[config.mk]
export PLATFORM = sky130hd
export DESIGN_NAME = debug_unit_ctrl
export DESIGN_NICKNAME = d
export VERILOG_FILES = /design/src/rtl/dbg_defs_pkg.sv /design/src/rtl/dbg_word_assembler.sv /design/src/rtl/debug_unit_ctrl.sv
export SDC_FILE = /design/constraint.sdc
export NUM_CORES = 1
export LEC_CHECK = 0
export CORE_MARGIN = 2
export CORE_UTILIZATION = 55
export CTS_BUF_LIST = sky130_fd_sc_hd__clkbuf_4
export CTS_CLUSTER_DIAMETER = 100
export CTS_CLUSTER_SIZE = 24
export DETAILED_ROUTE_END_ITERATION = 10
export GPL_TIMING_DRIVEN = 0
export PLACE_DENSITY_LB_ADDON = 0.08
export SLEW_MARGIN = 15
export SYNTH_ARGS = -nofsm -noshare
export SYNTH_HDL_FRONTEND = slang
export SYNTH_SLANG_ARGS = --single-unit
[constraint.sdc]
create_clock -name i_clk -period 5.4 [get_ports i_clk]
set_input_delay 0.54 -clock i_clk [delete_from_list [all_inputs] [get_ports i_clk]]
set_output_delay 0.54 -clock i_clk [all_outputs]
set_load 0.02 [all_outputs]
[src/rtl/dbg_defs_pkg.sv]
// Shared constants for the UART debug controller: command bytes, report status codes,
// FSM state encoding and the report byte mux.
package dbg_defs_pkg;

    localparam logic [7:0] CmdLoad = 8'h4C;
    localparam logic [7:0] CmdCont = 8'h43;
    localparam logic [7:0] CmdStep = 8'h53;

    localparam logic [7:0] StatusHalt    = 8'h00;
    localparam logic [7:0] StatusStep    = 8'h01;
    localparam logic [7:0] StatusTimeout = 8'h02;

    localparam logic [2:0] StIdle       = 3'd0;
    localparam logic [2:0] StLoadCnt    = 3'd1;
    localparam logic [2:0] StLoadByte   = 3'd2;
    localparam logic [2:0] StLoadWr     = 3'd3;
    localparam logic [2:0] StRun        = 3'd4;
    localparam logic [2:0] StStep       = 3'd5;
    localparam logic [2:0] StReport     = 3'd6;
    localparam logic [2:0] StReportWait = 3'd7;

    localparam int unsigned ReportLen = 9;

    // Report frame: status, then PC and cycle count, both MSB first.
    function automatic logic [7:0] report_byte(input logic [3:0]  idx,
                                               input logic [7:0]  status,
                                               input logic [31:0] pc,
                                               input logic [31:0] cnt);
        logic [7:0] b;
        case (idx)
            4'd0:    b = status;
            4'd1:    b = pc[31:24];
            4'd2:    b = pc[23:16];
            4'd3:    b = pc[15:8];
            4'd4:    b = pc[7:0];
            4'd5:    b = cnt[31:24];
            4'd6:    b = cnt[23:16];
            4'd7:    b = cnt[15:8];
            4'd8:    b = cnt[7:0];
            default: b = 8'h00;
        endcase
        return b;
    endfunction

endpackage

[src/rtl/dbg_word_assembler.sv]
// Packs four received bytes (MSB first) into a 32-bit instruction word.
module dbg_word_assembler (
    input  logic        i_clk,
    input  logic        i_rst,
    input  logic        i_clr,
    input  logic        i_byte_valid,
    input  logic [7:0]  i_byte,
    output logic [31:0] o_word,
    output logic        o_word_done
);

    logic [31:0] shift_q, shift_d;
    logic [1:0]  idx_q, idx_d;

    always_comb begin
        shift_d = shift_q;
        idx_d   = idx_q;
        if (i_clr) begin
            idx_d = 2'd0;
        end else if (i_byte_valid) begin
            shift_d = {shift_q[23:0], i_byte};
            idx_d   = idx_q + 2'd1;
        end
    end

    assign o_word_done = i_byte_valid & ~i_clr & (idx_q == 2'd3);
    assign o_word      = shift_q;

    always_ff @(posedge i_clk) begin
        if (!i_rst) begin
            shift_q <= '0;
            idx_q   <= '0;
        end else begin
            shift_q <= shift_d;
            idx_q   <= idx_d;
        end
    end

endmodule

[src/rtl/debug_unit_ctrl.sv]
// UART-driven debug sequencer for the pipeline: load IMEM, run, single-step, report.
// Optional RUN watchdog is built when DBG_TIMEOUT_EN is defined.
module debug_unit_ctrl
    import dbg_defs_pkg::*;
#(
    parameter int unsigned NBITS      = 32,
    parameter int unsigned IMEM_DEPTH = 256,
    parameter int unsigned RUN_LIMIT  = 1048576
) (
    input  logic             i_clk,
    input  logic             i_rst,
    input  logic [7:0]       i_rx_data,
    input  logic             i_rx_valid,
    input  logic             i_tx_busy,
    output logic [7:0]       o_tx_data,
    output logic             o_tx_start,
    output logic             o_inst_mem_wr_en,
    output logic [NBITS-1:0] o_inst_mem_addr,
    output logic [NBITS-1:0] o_inst_mem_data,
    output logic             o_pipe_en,
    input  logic             i_halt,
    input  logic [NBITS-1:0] i_pc,
    output logic [2:0]       o_state
);

    logic [2:0]       state_q, state_d;
    logic [NBITS-1:0] words_q, words_d, widx_q, widx_d;
    logic [31:0]      cycle_q, cycle_d, pc_snap_q, pc_snap_d, cnt_snap_q, cnt_snap_d;
    logic [7:0]       status_q, status_d, tx_data_q, tx_data_d;
    logic [3:0]       tx_idx_q, tx_idx_d;
    logic             tx_start_q, tx_start_d, tx_hold_q, tx_hold_d;
    logic             pipe_en, cycle_clr, enter_report;
    logic             asm_valid, asm_clr, word_done;
    logic [31:0]      asm_word;
`ifdef DBG_TIMEOUT_EN
    logic [31:0]      wd_q, wd_d;
`endif

    assign asm_clr   = (state_q != StLoadByte);
    assign asm_valid = i_rx_valid & (state_q == StLoadByte);

    dbg_word_assembler u_word_asm (
        .i_clk        (i_clk),
        .i_rst        (i_rst),
        .i_clr        (asm_clr),
        .i_byte_valid (asm_valid),
        .i_byte       (i_rx_data),
        .o_word       (asm_word),
        .o_word_done  (word_done)
    );

    always_comb begin
        state_d      = state_q;
        words_d      = words_q;
        widx_d       = widx_q;
        status_d     = status_q;
        pc_snap_d    = pc_snap_q;
        cnt_snap_d   = cnt_snap_q;
        tx_data_d    = tx_data_q;
        tx_idx_d     = tx_idx_q;
        tx_start_d   = 1'b0;
        tx_hold_d    = tx_hold_q;
        pipe_en      = 1'b0;
        cycle_clr    = 1'b0;
        enter_report = 1'b0;
`ifdef DBG_TIMEOUT_EN
        wd_d         = wd_q;
`endif
        case (state_q)
            StIdle: begin
                if (i_rx_valid) begin
                    case (i_rx_data)
                        CmdLoad: state_d = StLoadCnt;
                        CmdCont: begin
                            state_d = StRun;
`ifdef DBG_TIMEOUT_EN
                            wd_d    = '0;
`endif
                        end
                        CmdStep: state_d = StStep;
                        default: state_d = StIdle;
                    endcase
                end
            end
            StLoadCnt: begin
                if (i_rx_valid) begin
                    if (i_rx_data == 8'h00) begin
                        state_d = StIdle;
                    end else begin
                        words_d = (NBITS'(i_rx_data) > NBITS'(IMEM_DEPTH)) ?
                                  NBITS'(IMEM_DEPTH) : NBITS'(i_rx_data);
                        widx_d  = '0;
                        state_d = StLoadByte;
                    end
                end
            end
            StLoadByte: begin
                if (word_done) state_d = StLoadWr;
            end
            StLoadWr: begin
                widx_d = widx_q + NBITS'(1);
                if (widx_d == words_q) begin
                    state_d   = StIdle;
                    cycle_clr = 1'b1;
                end else begin
                    state_d = StLoadByte;
                end
            end
            StRun: begin
                pipe_en = ~i_halt;
                if (i_halt) begin
                    enter_report = 1'b1;
                    status_d     = StatusHalt;
                end
`ifdef DBG_TIMEOUT_EN
                else begin
                    wd_d = wd_q + 32'd1;
                    if (wd_d == 32'(RUN_LIMIT)) begin
                        enter_report = 1'b1;
                        status_d     = StatusTimeout;
                    end
                end
`endif
            end
            StStep: begin
                pipe_en      = 1'b1;
                enter_report = 1'b1;
                status_d     = i_halt ? StatusHalt : StatusStep;
            end
            StReport: begin
                if (!i_tx_busy) begin
                    tx_start_d = 1'b1;
                    tx_data_d  = report_byte(tx_idx_q, status_q, pc_snap_q, cnt_snap_q);
                    tx_hold_d  = 1'b1;
                    state_d    = StReportWait;
                end
            end
            StReportWait: begin
                // First cycle after a start: UART busy may not have risen yet.
                if (tx_hold_q) begin
                    tx_hold_d = 1'b0;
                end else if (!i_tx_busy) begin
                    if (tx_idx_q == 4'(ReportLen - 1)) begin
                        tx_idx_d = '0;
                        state_d  = StIdle;
                    end else begin
                        tx_idx_d = tx_idx_q + 4'd1;
                        state_d  = StReport;
                    end
                end
            end
            default: state_d = StIdle;
        endcase

        cycle_d = cycle_clr ? 32'd0 : cycle_q + {31'd0, pipe_en};
        if (enter_report) begin
            state_d    = StReport;
            pc_snap_d  = i_pc[31:0];
            cnt_snap_d = cycle_d;
            tx_idx_d   = '0;
        end
    end

    always_ff @(posedge i_clk) begin
        if (!i_rst) begin
            state_q    <= StIdle;
            words_q    <= '0;
            widx_q     <= '0;
            cycle_q    <= '0;
            pc_snap_q  <= '0;
            cnt_snap_q <= '0;
            status_q   <= '0;
            tx_data_q  <= '0;
            tx_idx_q   <= '0;
            tx_start_q <= 1'b0;
            tx_hold_q  <= 1'b0;
`ifdef DBG_TIMEOUT_EN
            wd_q       <= '0;
`endif
        end else begin
            state_q    <= state_d;
            words_q    <= words_d;
            widx_q     <= widx_d;
            cycle_q    <= cycle_d;
            pc_snap_q  <= pc_snap_d;
            cnt_snap_q <= cnt_snap_d;
            status_q   <= status_d;
            tx_data_q  <= tx_data_d;
            tx_idx_q   <= tx_idx_d;
            tx_start_q <= tx_start_d;
            tx_hold_q  <= tx_hold_d;
`ifdef DBG_TIMEOUT_EN
            wd_q       <= wd_d;
`endif
        end
    end

    assign o_state          = state_q;
    assign o_pipe_en        = pipe_en;
    assign o_tx_start       = tx_start_q;
    assign o_tx_data        = tx_data_q;
    assign o_inst_mem_wr_en = (state_q == StLoadWr);
    assign o_inst_mem_addr  = o_inst_mem_wr_en ? {widx_q[NBITS-3:0], 2'b00} : '0;
    assign o_inst_mem_data  = o_inst_mem_wr_en ? NBITS'(asm_word) : '0;

endmodule
==> impl_metrics.toml, run 1 <==
[detailed_routing]
drt-total-wl_um = 25900
met2_length_um = 12300
wl_met1_um = 11300
drtIter0Drc = 800
ant_nets = 0
vias = 9000
wire_per_inst_um = 16.4
drc_errors = 0
dr.pass1.iters = 6
maxUsedRoutingLayer = "met4"
via_per_inst = 5.70
dr_wl_met3_um = 1410

[run]
cap_violations = 0

[timing]
fmaxAchievable_mhz = 237
fin_crit_sh_pct = 78.0
setup_violations = 0
hold_viol = 0
tns_ns = 0
worstMarginPinSlew_ns = 1.06
finalMaxSlewViolations = 0
period_minus_slack_ns = 4.21
timing.hold.ws_ns = 0.461
fin_skew_ns = 0.0187
rsz0062_at_grt = "false"
slew_headroom_pct = 29.0

[setup_path]
arrival_ns = 3.67
r2r_slack_ns = 1.62
slowest_delay_ns = 0.61
timing_worst_setup_path_type = "flop to output pin"
crit_top_cell = "clkbuf_1"
cp-start-kind = "flop"
cp.required_ns = 4.86
cp_slowest_cell = "clkdlybuf4s50_1"
crit_fanout = 10
crit_path_end_kind = "output pin"
path_cells = "clkbuf_1 > nand3b_1 > clkinv_1 > clkbuf_1 > clkbuf_1 > and2_1 > clkdlybuf4s50_1"

[floorplan]
rows = 47
io_pins = 123
die_area_sq_um = 18300
die_height_um = 135
die_w_um = 135
coreArea_sq_um = 16700
initial_core_util_pct = 56.6

[placed_design]
port_buffers = 120
dpl.hpwl_um = 19000
placed_cell_area_sq_um = 10900
gp_congestion = 0.876

[synthesis]
synthSimpleGateAreaFrac_pct = 31.7
synth_area_per_cell_sq_um = 7.86
muxShareOfSynthArea_pct = 1.83
netlist.area_leader.share_pct = 39.8
yosysWarnings = 0
yosysTopAreaCell = "dfxtp_1"
synth.area.top_cells = "dfxtp_1, nand2_1, a21oi_1"
synth_compound_gate_area_share_pct = 16.2
synthMostInstantiatedCell = "nand2_1"
synthAdderAreaFrac_pct = 1.06
async_flop_share_pct = 0
synth.distinct_cells = 75
ys_seq_area_share_pct = 39.8
synthCells = 1204
synth-xor-area-share_pct = 3.98
synth_top_family_by_area = "simple AND/OR/NAND/NOR gates"
synth_ff_type = "dfxtp_1"
syn_area_sq_um = 9460
yosys-top-cells-count = "nand2_1, dfxtp_1, nor2_1"
ys_seq_elements = 188
synth_edf_count = 0

[power_and_ir_drop]
vdd_drop_max_uv = 173
p_switching_w = 0.000557
netSwitchingFraction_pct = 24.5
seq_power_share_pct = 61.1
p_comb_share_pct = 3.5
p_clk_share_pct = 35.3
p_leak_nw = 3.83
p_per_area_nw_per_um2 = 202
intPower_w = 0.00172

[cts]
cts.repair.resized = 0
cts_setup_buffers = 0
cts.clk_slew.worst_paths_ns = 0.15
clock_sinks = 188
cts_buffer_depth = 2
cts_hold_buffers = 0
htreeDepth = 4
cts-root-buf = "clkbuf_4"
clk_latency_ns = 0.59
cts_tree = "done"
cts_buffers = 17

[global_route]
grt_max_degree = 18
antenna_found_initial = 1
grtUsageTotal_pct = 28.2
grt_pass1_wl_um = 41100
grt_pass1_vias = 8202
overflow = 0

[run_status]
status = "finished, final reports clean"

[layout]
final_area_sq_um = 11200
area_growth_pct = 18.8
nets = 1397
drive_gt1_share_pct = 8.25
final_core_util_pct = 67.3

[worst_hold_path]
hp-class = "flop to flop"
## cell type report
class	instances	area [sq um]
Clock buffer	18	135
Tap cell	220	275
Sequential cell	188	3760
Inverter	11	41.3
Antenna cell	1	2.50
Fill cell	1476	5460
Multi-Input combinational cell	911	5180
Timing Repair Buffer	120	1200
Buffer	95	475
Clock inverter	14	159
## sequential cells by signal (all words and copies together), names as in the netlist, 2 cells and up
| register | count |
|---|---|
| cnt_snap_q | 32 |
| cycle_q | 32 |
| o_state | 3 |
| o_tx_data | 8 |
| pc_snap_q | 32 |
| tx_idx_q | 4 |
| u_word_asm.idx_q | 2 |
| u_word_asm.o_word | 32 |
| widx_q | 32 |
| words_q | 8 |
## critical path: cells and delay by family, from the launching register on
kind	cells	cell delay, ns
buf+inv	5	2.10
simple gates	2	0.63
flops	1	0.37
## placed cells by master (no fill, tap or decap), drive strengths merged, types with 13 or more instances in the layout
master and n:
dfxtp 188, nand2 214, and3 14, nor2 145
nor3 49, nand4 22, mux2i 15, xor2 19
xnor2 24, a211oi 18, a21oi 111, nand3 30
buf 24, o21ai 36, clkdlybuf4s50 120, clkbuf 89
inv 16, a311oi 13, and2 68, nor4 15
## metal layers
metal | global-route usage [%] | vias to the layer above
met2 | 47.3 | 304
met5 | 0 | -
met1 | 36.6 | 4170
li1 | - | 4460
met4 | 11.7 | 0
met3 | 4.23 | 66
## through the flow
step	total power, W	cells	worst slack, ns
after floorplan	0.00145	1205	1.97
after global routing	0.00234	1578	1.08
after detailed placement	0.00150	1545	1.60
final	0.00227	1578	1.19
after CTS	0.00228	1577	1.22
after global placement	0.00150	1545	1.62
## cell families (layout without fill, tap and decap cells)
| family | Yosys count | count (layout) |
|---|---|---|
| compound gates | 243 | 243 |
| xor+xnor | 43 | 43 |
| fa+ha+maj | 8 | 8 |
| buf+inv | 106 | 258 |
| flops | 188 | 188 |
| mux | 17 | 17 |
| other cells | 1 | 3 |
| simple gates | 598 | 598 |
## final timing paths
| path | from | endpoint | cells after the start |
|---|---|---|---|
| setup / recovery | o_state[2] | o_inst_mem_addr[30] | 7 |
| setup reg to reg | o_state[2] | cycle_q[30] | 12 |
| hold / removal | u_word_asm.o_word[28] | u_word_asm.o_word[28] | 2 |
| hold reg to reg | u_word_asm.o_word[28] | u_word_asm.o_word[28] | 2 |
## power by group through the flow
stage | sequential, W | clock [W] | combinational (W)
detailed placement | 0.00142 | 0 | 0.0000793
floorplan | 0.00142 | 0 | 0.0000284
finish | 0.00139 | 0.000803 | 0.0000804
global placement | 0.00142 | 0 | 0.0000792
global route | 0.00139 | 0.000863 | 0.0000859
CTS | 0.00139 | 0.000808 | 0.0000798
(Power assumes the default switching activity.)
==> inputs of run 2 (changes only) <==
- CORE_UTILIZATION: 55 -> 52
- clock period: 5.4 -> 3.5 ns (I/O delays scaled with it)
==> run 2 against run 1 <==
  * Critical path depth up 2
  * Sequential share of layout area down 0.071 points
  * Clock skew up 0.0082 ns
  * Utilization down 4.4 points
  * Clock power up 41%
  * Via count up 0.66%
  * Largest power group unchanged
  * Critical endpoint is now cycle_q[10]
  * Global-route usage down 1.0 points
==> impl_metrics.toml, run 2 (synthesized netlist as in run 1, its figures left out) <==
[run_status]
status = "finished, final reports clean"

[timing]
period_minus_slack_ns = 3.33
fin_skew_ns = 0.0269
fin_crit_sh_pct = 95.3
finalMaxSlewViolations = 0
slew_headroom_pct = 26.0
fmaxAchievable_mhz = 300
tns_ns = 0
setup_violations = 0
hold_viol = 0
worstMarginPinSlew_ns = 1.10

[floorplan]
rows = 49
die_height_um = 139
coreArea_sq_um = 17900
die_w_um = 139
initial_core_util_pct = 52.8
io_pins = 123
die_area_sq_um = 19300

[cts]
clk_latency_ns = 0.62
clock_sinks = 188
cts_buffer_depth = 2
cts-root-buf = "clkbuf_4"
cts.clk_slew.worst_paths_ns = 0.16
cts_hold_buffers = 0
htreeDepth = 4
cts_buffers = 17
cts_tree = "done"

[setup_path]
crit_start = "widx_q[0]"
r2r_slack_ns = 0.17
ff2ff_path_depth = 9
cp.required_ns = 4.00
crit_path_end_kind = "flop"
cp-start-kind = "flop"
worstReg2RegEnd = "cycle_q[10]"
r2r-start = "widx_q[0]"
arrival_ns = 3.84
timing_worst_setup_path_type = "flop to flop"
crit_fanout = 10

[detailed_routing]
dr.pass1.iters = 5
wire_per_inst_um = 16.5
drc_errors = 0
vias = 9059
via_per_inst = 5.70
drt-total-wl_um = 26300
drtIter0Drc = 720
ant_nets = 0

[layout]
seq_area_sq_um = 3760
fillers = 1659
drive_gt1_share_pct = 9.26
layout_commonest_cell = "nand2_1"
area_growth_pct = 19.0
nets = 1400
layout_common_cells = "nand2_1, dfxtp_1, nor2_1, clkdlybuf4s50_1, a21oi_1"
multi_input_area_sq_um = 5200

[placed_design]
port_buffers = 120
gp_congestion = 0.914
dpl.hpwl_um = 19200

[global_route]
overflow = 0
grtUsageTotal_pct = 27.2
antenna_found_initial = 1
grt_pass1_wl_um = 42700
grt_max_degree = 18
grt_pass1_vias = 8266

[power_and_ir_drop]
vdd_drop_max_uv = 265
seq_power_share_pct = 63.1
power.total_w = 0.00340
p_leak_nw = 3.84
p_clk_share_pct = 33.2
p_switching_w = 0.000875
p_per_area_nw_per_um2 = 302
netSwitchingFraction_pct = 25.8
intPower_w = 0.00252
p_comb_share_pct = 3.7

[worst_hold_path]
hp-start = "i_pc[11]"
hp-class = "input port to flop"
holdPathEnd = "pc_snap_q[11]"
whs_path_depth = 3

[run]
cap_violations = 0
==> run 2: what timing repair did <==
item	4_1_cts	5_1_grt
setup buffers	2	2
resized for setup	7	5
endpoints found under the setup margin	74	55
pin swaps	0	1
==> run 2: per-stage QoR <==
stage          cells  instance area, sq um  hold slack [ns]  util [%]  setup slack [ns]
2_1_floorplan   1205                  9460            0.432         -            0.0661
3_3_place_gp    1554                 11000            0.438      61.2            -0.231
3_5_place_dp    1554                 11000            0.442      61.2            -0.261
4_1_cts         1588                 11200            0.239      62.7            0.0308
5_1_grt         1590                 11300            0.248      62.9           -0.0132
6_report        1590                 11300            0.261      62.9             0.165
==> run 2: layout make-up <==
class	instances	area share, %
sequential	188	33.4
clock buffer	20	1.33
inverter	11	0.378
multi-input combinational	911	46.2
timing repair buffer	124	10.9
antenna	1	0.0222
tap	229	2.54
buffer	94	4.23
clock inverter	12	0.911
==> run 2: layer usage <==
layer	vias up	part of all wire (%)	global-route usage, %
met5	-	0	0
met4	0	3.0	10.2
met3	59	5.3	4.73
met2	280	48	45.3
met1	4271	44	35.6
li1	4449	-	-
==> run 2: power groups by stage <==
stage | clock network (W) | registers, W | logic, W
global route | 0.00124 | 0.00215 | 0.000134
finish | 0.00113 | 0.00214 | 0.000125
floorplan | 0 | 0.00219 | 0.0000438
CTS | 0.00115 | 0.00214 | 0.000124
global placement | 0 | 0.00219 | 0.000123
detailed placement | 0 | 0.00219 | 0.000123
==> run 2: worst max-delay path, stage by stage (launching register included) <==
cell	delay, ns
dfxtp_1	0.50
ha_1	0.35
nand3_2	0.20
nor4_4	0.54
nand4_1	0.20
a221oi_2	0.37
nand4_2	0.22
nor4_4	0.56
buf_6	0.25
nor3_2	0.05
==> run 2: worst max-delay path by stage <==
stage / end / slack, ns
floorplan: cycle_q[30] / 0.07
global placement: cycle_q[26] / -0.23
detailed placement: cycle_q[26] / -0.26
CTS: cnt_snap_q[31] / 0.03
global route: cycle_q[8] / -0.01
finish: cycle_q[10] / 0.17
==> inputs of run 3 (changes only) <==
- SETUP_SLACK_MARGIN: unset -> 0.05
==> run 3 against run 2 <==
  * Critical path depth is 2 lower
  * Die area stayed put
  * Worst setup slack better by 0.030 ns
  * Largest cell class unchanged
  * Combinational power hardly changed
  * First-iteration DRC count is 6.0% lower
  * Clock-buffer cell count stayed put
  * Clock skew is 0.0029 ns higher
  * Critical path type is now flop to output pin
  * Highest routed layer unchanged
==> impl_metrics.toml, run 3 (synthesized netlist as in run 1, its figures left out) <==
[detailed_routing]
vias = 9108
drc_errors = 0
drt-total-wl_um = 26300
ant_nets = 0
drtIter0Drc = 677
via_per_inst = 5.72
wire_per_inst_um = 16.5
dr.pass1.iters = 7

[global_route]
busiest_layer = "met2"
met2_usage_pct = 45.2
grt_pass1_wl_um = 42700
grtUsageTotal_pct = 27.2
overflow = 0
antenna_found_initial = 1
grt_max_degree = 18
globalRouteMet3Util_pct = 4.77
met1_usage_pct = 35.6
grt_pass1_vias = 8258

[timing]
fmaxAchievable_mhz = 303
timing.hold.ws_ns = 0.265
period_minus_slack_ns = 3.30
fin_crit_sh_pct = 94.4
setup_violations = 0
tns_ns = 0
hold_viol = 0
slew_headroom_pct = 26.2
fin_skew_ns = 0.0297
finalMaxSlewViolations = 0
rsz0062_at_grt = "false"
worstMarginPinSlew_ns = 1.10

[setup_path]
arrival_ns = 2.95
r2r_slack_ns = 0.26
crit_fanout = 10
cp-endpoint = "o_inst_mem_addr[28]"
ff2ff_path_depth = 10
crit_path_end_kind = "output pin"
timing_worst_setup_path_type = "flop to output pin"
cp.required_ns = 3.15
worstReg2RegEnd = "cycle_q[10]"
cp-start-kind = "flop"
crit_start = "o_state[2]"
r2r-start = "widx_q[0]"

[floorplan]
rows = 49
die_area_sq_um = 19300
initial_core_util_pct = 52.8
die_w_um = 139
io_pins = 123
die_height_um = 139
coreArea_sq_um = 17900

[layout]
fin_cells = 1592
fillers = 1660
layout_common_cells = "nand2_1, dfxtp_1, nor2_1, clkdlybuf4s50_1, a21oi_1"
area_growth_pct = 19.2
layout_commonest_cell = "nand2_1"
drive_gt1_share_pct = 9.62
nets = 1402

[placed_design]
gp_congestion = 0.914
placed_cells = 1554
dpl.hpwl_um = 19200
port_buffers = 120

[cts]
cts.clk_slew.worst_paths_ns = 0.15
clk_latency_ns = 0.62
cts_buffers = 17
htreeDepth = 4
cts-root-buf = "clkbuf_4"
cts_tree = "done"
cts_buffer_depth = 2
clock_sinks = 188
cts_hold_buffers = 0

[run]
cap_violations = 0

[run_status]
status = "finished, final reports clean"

[power_and_ir_drop]
p_per_area_nw_per_um2 = 301
p_leak_nw = 3.86
vdd_drop_max_uv = 265

[worst_hold_path]
hp-class = "input port to flop"
==> run 3: worst min-delay path by stage <==
stage | startpoint | end | slack [ns] | cells after the start
6_report | i_pc[11] | pc_snap_q[11] | 0.27 | 3
3_3_place_gp | u_word_asm.o_word[25] | u_word_asm.o_word[25] | 0.44 | 2
2_1_floorplan | u_word_asm.o_word[24] | u_word_asm.o_word[24] | 0.43 | 2
4_1_cts | i_pc[11] | pc_snap_q[11] | 0.24 | 3
3_5_place_dp | u_word_asm.o_word[31] | u_word_asm.o_word[31] | 0.44 | 2
5_1_grt | i_pc[27] | pc_snap_q[27] | 0.25 | 3
==> run 3: per-layer routing <==
metal	up-vias	routed length, um
met2	312	12500
met5	-	0
li1	4458	-
met3	61	1520
met4	0	785
met1	4277	11400
==> run 3: power by group <==
group | switching, W | leakage [nW] | total (W) | internal [W]
clock | 0.000807 | 0.130 | 0.00113 | 0.000324
sequential | 0.00000110 | 1.51 | 0.00214 | 0.00214
combinational | 0.0000690 | 2.22 | 0.000125 | 0.0000559
total | 0.000877 | 3.86 | 0.00340 | 0.00252
==> run 3: metrics by stage <==
step	area (sq um)	setup slack (ns)	power (W)	utilization [%]
floorplan	9460	0.0661	0.00223	-
global placement	11000	-0.231	0.00231	61.2
detailed placement	11000	-0.261	0.00231	61.2
CTS	11200	0.0691	0.00342	62.8
global route	11300	0.0444	0.00352	63.0
finish	11300	0.195	0.00340	63.0
==> run 3: worst max-delay path: stages (launching register included) <==
cell             delay, ns
dfxtp_1               0.40
clkbuf_2              0.21
nand3b_1              0.19
buf_4                 0.15
clkbuf_1              0.42
buf_2                 0.37
nor2_1                0.07
clkdlybuf4s50_1       0.54
==> run 3: final cells by class <==
cell class | count | area, sq um | area share (%)
multi-input combinational | 911 | 5200 | 46.2
tap | 229 | 287 | 2.54
clock buffer | 20 | 150 | 1.33
inverter | 11 | 42.5 | 0.377
clock inverter | 12 | 103 | 0.910
timing repair buffer | 125 | 1240 | 11.0
buffer | 95 | 485 | 4.30
antenna | 1 | 2.50 | 0.0222
sequential | 188 | 3760 | 33.4
==> run 3: repair_timing <==
item                       CTS  global route
hold endpoints to repair     0             0
gates resized for setup      9            12
setup endpoints to repair   77            84
setup buffers                2             3
pin swaps                    0             2
